`src/rtl/edge_det_pkg.sv`:
```
`default_nettype none
// ---------------------------------------------------------------------------
// edge_det_pkg : shared types and helpers for edge_detector_array.
// Optional input synchroniser is enabled by defining EDGE_DET_SYNC_EN.
// Revision: 1.0
// ---------------------------------------------------------------------------
package edge_det_pkg;

  typedef enum logic [1:0] {
    EDGE_OFF  = 2'b00,
    EDGE_RISE = 2'b01,
    EDGE_FALL = 2'b10,
    EDGE_BOTH = 2'b11
  } edge_mode_e;

`ifdef EDGE_DET_SYNC_EN
  localparam bit SYNC_EN = 1'b1;
`else
  localparam bit SYNC_EN = 1'b0;
`endif

  // Counter must hold 0..FILTER_CYCLES-1; never narrower than one bit.
  function automatic int unsigned filter_cnt_width(input int unsigned filter_cycles);
    int unsigned w;
    w = $clog2(filter_cycles + 1);
    return (w < 1) ? 1 : w;
  endfunction

  function automatic logic mode_event(input edge_mode_e mode,
                                      input logic       rise,
                                      input logic       fall);
    logic ev;
    case (mode)
      EDGE_OFF:  ev = 1'b0;
      EDGE_RISE: ev = rise;
      EDGE_FALL: ev = fall;
      EDGE_BOTH: ev = rise | fall;
      default:   ev = 1'b0;
    endcase
    return ev;
  endfunction

endpackage
`default_nettype wire

```
`src/rtl/edge_det_channel.sv`:
```
`default_nettype none
// ---------------------------------------------------------------------------
// edge_det_channel : one-bit synchroniser (EDGE_DET_SYNC_EN), glitch filter,
// filtered level and registered rise/fall pulses.
// Revision: 1.0
// ---------------------------------------------------------------------------
module edge_det_channel
  import edge_det_pkg::*;
#(
  parameter int unsigned SYNC_STAGES   = 2,
  parameter int unsigned FILTER_CYCLES = 3,
  parameter logic        INIT_LEVEL    = 1'b0
) (
  input  logic clk,
  input  logic reset,
  input  logic din,
  output logic level,
  output logic rise,
  output logic fall
);

  localparam int unsigned     SYNC_DEPTH = SYNC_EN ? SYNC_STAGES : 0;
  localparam int unsigned     CNT_W      = filter_cnt_width(FILTER_CYCLES);
  localparam logic [CNT_W-1:0] CNT_LAST  = CNT_W'(FILTER_CYCLES - 1);

  logic             s;
  logic [CNT_W-1:0] cnt;

  if (SYNC_DEPTH > 0) begin : g_sync
    logic [SYNC_DEPTH-1:0] sync_q;

    always_ff @(posedge clk or negedge reset) begin
      if (!reset) begin
        sync_q <= {SYNC_DEPTH{INIT_LEVEL}};
      end else begin
        sync_q <= {sync_q[SYNC_DEPTH-2:0], din};
      end
    end

    assign s = sync_q[SYNC_DEPTH-1];
  end else begin : g_nosync
    assign s = din;
  end

  // A new level is accepted only after FILTER_CYCLES consecutive mismatches;
  // any return to the accepted level restarts the count.
  always_ff @(posedge clk or negedge reset) begin
    if (!reset) begin
      level <= INIT_LEVEL;
      cnt   <= '0;
      rise  <= 1'b0;
      fall  <= 1'b0;
    end else begin
      rise <= 1'b0;
      fall <= 1'b0;
      if (s == level) begin
        cnt <= '0;
      end else if (cnt == CNT_LAST) begin
        level <= s;
        cnt   <= '0;
        rise  <= s;
        fall  <= ~s;
      end else begin
        cnt <= cnt + CNT_W'(1);
      end
    end
  end

endmodule
`default_nettype wire

```
`src/rtl/edge_detector_array.sv`:
```
`default_nettype none
// ---------------------------------------------------------------------------
// edge_detector_array : NUM_CH filtered edge detectors with per-channel mode
// masking, sticky pending flags and an aggregated interrupt.
// Synchroniser stages are present only when EDGE_DET_SYNC_EN is defined.
// Revision: 1.0
// ---------------------------------------------------------------------------
module edge_detector_array
  import edge_det_pkg::*;
#(
  parameter int unsigned        NUM_CH        = 4,
  parameter int unsigned        SYNC_STAGES   = 2,
  parameter int unsigned        FILTER_CYCLES = 3,
  parameter logic [NUM_CH-1:0]  INIT_LEVEL    = '0
) (
  input  logic                clk,
  input  logic                reset,
  input  logic [NUM_CH-1:0]   a_i,
  input  logic [2*NUM_CH-1:0] mode_i,
  input  logic [NUM_CH-1:0]   clear_i,
  output logic [NUM_CH-1:0]   level_o,
  output logic [NUM_CH-1:0]   rising_edge_o,
  output logic [NUM_CH-1:0]   falling_edge_o,
  output logic [NUM_CH-1:0]   event_o,
  output logic [NUM_CH-1:0]   pending_o,
  output logic                irq_o
);

  for (genvar i = 0; i < NUM_CH; i++) begin : g_ch
    edge_det_channel #(
      .SYNC_STAGES   (SYNC_STAGES),
      .FILTER_CYCLES (FILTER_CYCLES),
      .INIT_LEVEL    (INIT_LEVEL[i])
    ) u_ch (
      .clk   (clk),
      .reset (reset),
      .din   (a_i[i]),
      .level (level_o[i]),
      .rise  (rising_edge_o[i]),
      .fall  (falling_edge_o[i])
    );

    // Mode is applied combinationally so a mode change never disturbs pending.
    assign event_o[i] = mode_event(edge_mode_e'(mode_i[2*i +: 2]),
                                   rising_edge_o[i], falling_edge_o[i]);
  end

  // Set wins over a simultaneous clear.
  always_ff @(posedge clk or negedge reset) begin
    if (!reset) begin
      pending_o <= '0;
    end else begin
      pending_o <= (pending_o & ~clear_i) | event_o;
    end
  end

  assign irq_o = |pending_o;

endmodule
`default_nettype wire

```
`config.mk`:
```
export PLATFORM = sky130hd
export DESIGN_NAME = edge_detector_array
export DESIGN_NICKNAME = d
export VERILOG_FILES = /design/src/rtl/edge_det_pkg.sv /design/src/rtl/edge_det_channel.sv /design/src/rtl/edge_detector_array.sv
export SDC_FILE = /design/constraint.sdc
export NUM_CORES = 1
export LEC_CHECK = 0
export ABC_CLOCK_PERIOD_IN_PS = 2400
export CAP_MARGIN = 10
export CORE_ASPECT_RATIO = 0.7
export CORE_UTILIZATION = 40
export DETAILED_ROUTE_END_ITERATION = 12
export HOLD_SLACK_MARGIN = 0.06
export PLACE_DENSITY = 0.74
export SLEW_MARGIN = 20
export SYNTH_ARGS = -nofsm -noshare
export SYNTH_HDL_FRONTEND = slang
export SYNTH_SLANG_ARGS = --single-unit
```
`constraint.sdc`:
```
create_clock -name clk -period 2.4 [get_ports clk]
set_input_delay 0.48 -clock clk [delete_from_list [all_inputs] [get_ports clk]]
set_output_delay 0.48 -clock clk [all_outputs]
set_load 0.005 [all_outputs]
```
==> flow_metrics.py, run 1 <==
metrics = {
    "run_status": {
        "status": "complete, no violations",
    },
    "worst_hold_path": {
        "min_to": "g_ch[0].u_ch.cnt[0]",
        "hold_path.class": "flip-flop to flip-flop",
        "worstHoldStart": "g_ch[0].u_ch.cnt[1]",
        "holdPathStages": 1,
    },
    "logic_synthesis": {
        "synthAdderAreaFrac_pct": 0,
        "syn_avg_cell_area_sq_um": 13.18,
        "synth_fp_nets": 95,
        "synth_top_area_cell": "dfrtp_1",
        "synth.area.top_cells": "dfrtp_1 59%, buf_4 8.9%, and3b_1 6.9%, mux2_2 4.4%, a22o_1 3.5%",
        "synthSimpleGateAreaFrac_pct": 16.03,
        "synth.mux.area_fraction_pct": 4.439,
        "yosys.cell_types.count": 13,
        "synth_cells": 77,
        "synth_top_family_by_area": "simple AND/OR/NAND/NOR gates",
        "syn_area_sq_um": 1015,
        "synth-compound-area-share_pct": 6.535,
        "ys_seq_elements": 24,
        "synth_top_area_share_pct": 59.19,
        "synth-xor-area-share_pct": 3.453,
        "yosysSeqAreaShare_pct": 59.19,
        "yosys_warnings": 0,
    },
    "floorplanning": {
        "placementRows": 14,
        "initial_core_util_pct": 44.56,
        "io_pins": 39,
        "coreArea_sq_um": 2277,
        "fp.dieW_um": 62.20,
        "dieArea_sq_um": 2746,
        "die_h_um": 44.14,
    },
    "clock_tree": {
        "cts_buffer_depth": 2,
        "cts_hold_buf": 0,
        "clkTransAtPathRegs_ns": 0.11,
        "cts_sinks": 24,
        "cts_setup_buffers": 0,
        "cts_buffers": 3,
        "cts_resized": 0,
        "clk_latency_ns": 0.30,
        "cts_max_level": 1,
        "root_buffer": "clkbuf_4",
        "cts_tree": "done",
    },
    "timing": {
        "setup_ws_ns": 0.2292,
        "rsz0062_at_grt": "false",
        "layout_worst_path_cycle_share_pct": 90.45,
        "fmax_mhz": 460.7,
        "hold_violations": 0,
        "tightest_slew_ns": 0.2911,
        "setup_viol": 0,
        "setup-tns-final_ns": 0,
        "drv_slew": 0,
        "fin_crit_ns": 2.171,
        "slew_headroom_pct": 80.59,
        "finalClockSkew_ns": 0.001069,
    },
    "cells_and_area": {
        "drive_gt1_share_pct": 12.15,
        "synthToLayoutAreaGrowth_pct": 35.51,
        "finish.net_count": 127,
        "diodes": 0,
    },
    "routing": {
        "wire_per_inst_um": 11.29,
        "dr.pass1.iters": 2,
        "dr_total_vias": 642,
        "wirelength_um": 1569,
        "viasPerCell": 4.619,
        "drt_iter0_markers": 4,
        "ant_nets": 0,
        "drc_errors": 0,
    },
    "power": {
        "irDropWorstVdd_mv": 0.4327,
        "powerDensity_nw_per_um2": 878.4,
        "p_leak_nw": 0.6644,
    },
    "global_routing": {
        "grt_start_max_net_pins": 25,
        "grt_pass1_vias": 617,
        "track_usage_pct": 13.08,
        "use_met1_pct": 13.19,
        "grt_pass1_wl_um": 2670,
        "busiest_layer": "met2",
        "grt-ovfl-total": 0,
        "antenna_found_initial": 0,
        "met2_usage_pct": 24.84,
        "met3_usage_pct": 5.928,
    },
    "placed_design": {
        "port_buffers": 38,
        "dp_hpwl_um": 1228,
        "place_congestion": 0.6278,
        "place_ws_ns": 0.3141,
    },
    "setup_path": {
        "endpoint_kind": "primary output",
        "cp.buffers_inverters": 1,
        "r2r_cells": 2,
        "crit_family": "simple AND/OR/NAND/NOR gates",
        "rrSetupSlack_ns": 1.39,
        "path_cells": "or4_1 -> clkdlybuf4s50_1",
        "r2r_start": "g_ch[1].u_ch.cnt[0]",
        "cp_data_required_time_ns": 1.92,
        "r2r_end": "g_ch[1].u_ch.level",
        "cpPeakStageDelay_ns": 0.52,
        "critPathLaunchType": "flip-flop",
        "cp_max_fo": 3,
        "worstSetupPathType": "flip-flop to primary output",
        "critPathSlowestCell": "or4_1",
        "worstPathArrival_ns": 1.69,
    },
    "run": {
        "maxCapViolCount": 0,
    },
}
report_power, final:
part	switching, W	internal [W]	total (W)
clock network	0.000106	0.0000586	0.000164
logic	0.000120	0.000296	0.000416
registers	0.000104	0.000523	0.000627
total	0.000330	0.000878	0.00121
stage by stage:
| stage | hold slack (ns) | instance area [sq um] | std cells | total power [W] | util [%] |
|---|---|---|---|---|---|
| floorplan | 0.1844 | 1015 | 77 | 0.0008852 | - |
| global placement | 0.4349 | 1353 | 136 | 0.001043 | 59.40 |
| detailed placement | 0.4498 | 1353 | 136 | 0.001062 | 59.40 |
| CTS | 0.4665 | 1375 | 139 | 0.001230 | 60.38 |
| global route | 0.4765 | 1375 | 139 | 0.001291 | 60.38 |
| finish | 0.4620 | 1375 | 139 | 0.001208 | 60.38 |
sequential cells by signal, summed over array words and instances (netlist names):
signal / count
g_ch.u_ch.cnt: 8
g_ch.u_ch.fall: 4
g_ch.u_ch.level: 4
g_ch.u_ch.rise: 4
pending_o: 4
cell type report:
type                    count  area, sq um
fillers                   200        902.1
flip-flops and latches     24        600.6
repair buffers             39        387.9
multi-input cells          37        309.0
well taps                  32        40.04
clock buffers               3        22.52
inverters                   4        15.01
layer usage:
layer	vias to the layer above	wire length (um)
met4	0	10
met1	298	628
met2	26	806
met5	-	0
met3	2	122
li1	316	-
worst max-delay path by stage:
stage,from,to,slack (ns),cells past startpoint
after detailed placement,mode_i[2],event_o[1],0.31,3
after CTS,pending_o[2],irq_o,0.21,2
final,pending_o[2],irq_o,0.23,2
after floorplan,pending_o[2],irq_o,1.01,1
after global routing,pending_o[2],irq_o,0.14,2
after global placement,mode_i[0],event_o[0],0.33,3
kinds of logic (layout without fill, tap and decap cells):
kind of cell	count (synthesis)	after routing
AO/OA/AOI/OAI	8	8
XOR/XNOR	4	4
buffers and inverters	16	46
flip-flops	24	24
multiplexers	4	4
AND/OR/NAND/NOR	21	21
cell usage in the layout, fill, tap and decap left out:
cell type,n
a21o_1,3
and3b_1,8
buf_4,1
clkdlybuf4s50_1,38
a22o_1,4
nor3b_1,4
a21o_2,1
clkbuf_4,3
inv_1,4
nor2b_2,4
nor3_1,4
xnor2_1,4
mux2_2,4
dfrtp_1,24
or4_1,1
synthesized netlist by cell type, drive strengths merged:
cell   count
dfrtp     24
buf       12
and3b      8
a21o       4
a22o       4
inv        4
mux2       4
nor2b      4
nor3       4
nor3b      4
xnor2      4
or4        1
(Power assumes the default switching activity.)
==> run 2: changes to the inputs <==
--- a/config.mk
+++ b/config.mk
@@ -7,11 +7,10 @@
 export LEC_CHECK = 0
 export ABC_CLOCK_PERIOD_IN_PS = 2400
 export CAP_MARGIN = 10
-export CORE_ASPECT_RATIO = 0.7
 export CORE_UTILIZATION = 40
 export DETAILED_ROUTE_END_ITERATION = 12
 export HOLD_SLACK_MARGIN = 0.06
-export PLACE_DENSITY = 0.74
+export PLACE_DENSITY_LB_ADDON = 0.3
 export SLEW_MARGIN = 20
 export SYNTH_ARGS = -nofsm -noshare
 export SYNTH_HDL_FRONTEND = slang
==> run 2 against run 1 <==
Net effect:
- critical path type unchanged
- flip-flop and latch count unchanged
- non-clock buffer count unchanged
- highest routed layer unchanged
- worst hold slack worse by 0.0070 ns
- clock power rose by 21%
- clock-buffer cell count up 1
- first-iteration DRC count fell by 25%
- design area grew 0.64%
- worst setup slack better by 0.025 ns
==> flow_metrics.py, run 2 (synthesis gave the netlist of run 1 again) <==
metrics = {
    "global_routing": {
        "grt_pass1_vias": 590,
        "grt-ovfl-total": 0,
        "antenna_found_initial": 0,
        "grt_start_max_net_pins": 25,
        "track_usage_pct": 12.15,
        "grt_pass1_wl_um": 2428,
    },
    "placed_design": {
        "place_congestion": 0.7191,
        "dp.cells": 132,
        "dp_hpwl_um": 1225,
        "port_buffers": 38,
        "place_ws_ns": 0.2951,
    },
    "floorplanning": {
        "initial_core_util_pct": 44.17,
        "dieArea_sq_um": 2742,
        "die_h_um": 52.37,
        "coreArea_sq_um": 2297,
        "fp.dieW_um": 52.37,
        "io_pins": 39,
        "placementRows": 17,
    },
    "setup_path": {
        "cp_data_required_time_ns": 1.92,
        "critPathLaunchType": "flip-flop",
        "rrSetupSlack_ns": 1.39,
        "cp_max_fo": 3,
        "worstPathArrival_ns": 1.67,
        "r2r_start": "g_ch[1].u_ch.cnt[0]",
        "r2r_cells": 2,
        "worstSetupPathType": "flip-flop to primary output",
        "endpoint_kind": "primary output",
        "r2r_end": "g_ch[1].u_ch.level",
    },
    "timing": {
        "finalClockSkew_ns": 0.001088,
        "layout_worst_path_cycle_share_pct": 89.40,
        "tightest_slew_ns": 0.2913,
        "timing.hold.ws_ns": 0.4550,
        "fmax_mhz": 466.1,
        "hold_violations": 0,
        "rsz0062_at_grt": "false",
        "setup_viol": 0,
        "drv_slew": 0,
        "setup_ws_ns": 0.2544,
        "slew_headroom_pct": 80.58,
        "setup-tns-final_ns": 0,
        "fin_crit_ns": 2.146,
    },
    "cells_and_area": {
        "final_cell_mix": "38 x clkdlybuf4s50_1, 24 x dfrtp_1, 8 x and3b_1",
        "drive_gt1_share_pct": 12.96,
        "diodes": 0,
        "synthToLayoutAreaGrowth_pct": 36.38,
        "fin_cells": 136,
        "final_common_cell": "clkdlybuf4s50_1",
        "top_register": "g_ch.u_ch.cnt",
        "finish.net_count": 127,
        "largest_register_ffs": 8,
    },
    "routing": {
        "dr.pass1.iters": 2,
        "wire_per_inst_um": 11.29,
        "ant_nets": 0,
        "dr_total_vias": 647,
        "viasPerCell": 4.757,
        "wirelength_um": 1536,
        "drc_errors": 0,
        "drt_iter0_markers": 3,
    },
    "run_status": {
        "status": "complete, no violations",
    },
    "clock_tree": {
        "cts_buffer_depth": 2,
        "cts_setup_buffers": 0,
        "clkTransAtPathRegs_ns": 0.12,
        "cts_buffers": 3,
        "clk_latency_ns": 0.29,
        "cts_hold_buf": 0,
        "cts_tree": "done",
        "cts_sinks": 24,
        "cts_resized": 0,
        "root_buffer": "clkbuf_4",
        "cts_max_level": 1,
    },
    "power": {
        "p_total_w": 0.001242,
        "p_leak_nw": 0.6716,
        "powerDensity_nw_per_um2": 897.6,
        "irDropWorstVdd_mv": 0.7281,
    },
    "worst_hold_path": {
        "worstHoldStart": "g_ch[2].u_ch.cnt[1]",
        "holdPathStages": 1,
        "min_to": "g_ch[2].u_ch.cnt[0]",
        "hold_path.class": "flip-flop to flip-flop",
    },
    "run": {
        "maxCapViolCount": 0,
    },
}
run 2: cell types whose count changed in the layout (fill, tap and decap cells not counted):
cell	delta
clkbuf_8	+1
run 2: layer usage:
layer	part of all wire (%)	vias up	global-route usage, %
met3	7.2	2	2.609
met2	49	24	21.31
met4	1.1	0	3.947
met5	0	-	0
li1	-	312	-
met1	43	309	14.63
run 2: worst max-delay path by stage:
stage            startpoint          to  slack, ns
2_1_floorplan  pending_o[2]       irq_o       1.01
3_3_place_gp      mode_i[0]  event_o[0]       0.32
3_5_place_dp      mode_i[0]  event_o[0]       0.30
4_1_cts        pending_o[2]       irq_o       0.24
5_1_grt        pending_o[1]       irq_o       0.15
6_report       pending_o[2]       irq_o       0.25
run 2: cell type report:
| class | instances | area (sq um) |
|---|---|---|
| clock buffers | 4 | 36.28 |
| inverters | 4 | 15.01 |
| flip-flops and latches | 24 | 600.6 |
| fillers | 201 | 913.4 |
| well taps | 28 | 35.03 |
| repair buffers | 39 | 387.9 |
| multi-input cells | 37 | 309.0 |
run 2: worst max-delay path, stage by stage (launching register included):
cell and delay, ns:
dfrtp_1 0.41, or4_1 0.51, clkdlybuf4s50_1 0.46
run 2: power breakdown:
group | leakage [nW] | internal (W) | switching [W]
combinational | 0.333 | 0.000296 | 0.000124
clock | 0.0210 | 0.0000922 | 0.000105
sequential | 0.318 | 0.000523 | 0.000101
total | 0.672 | 0.000912 | 0.000331
run 2: metrics by stage:
step	util, %	cell area [sq um]
6_report	60.24	1384
5_1_grt	60.24	1384
4_1_cts	60.24	1384
3_5_place_dp	58.66	1348
3_3_place_gp	58.66	1348
2_1_floorplan	-	1015
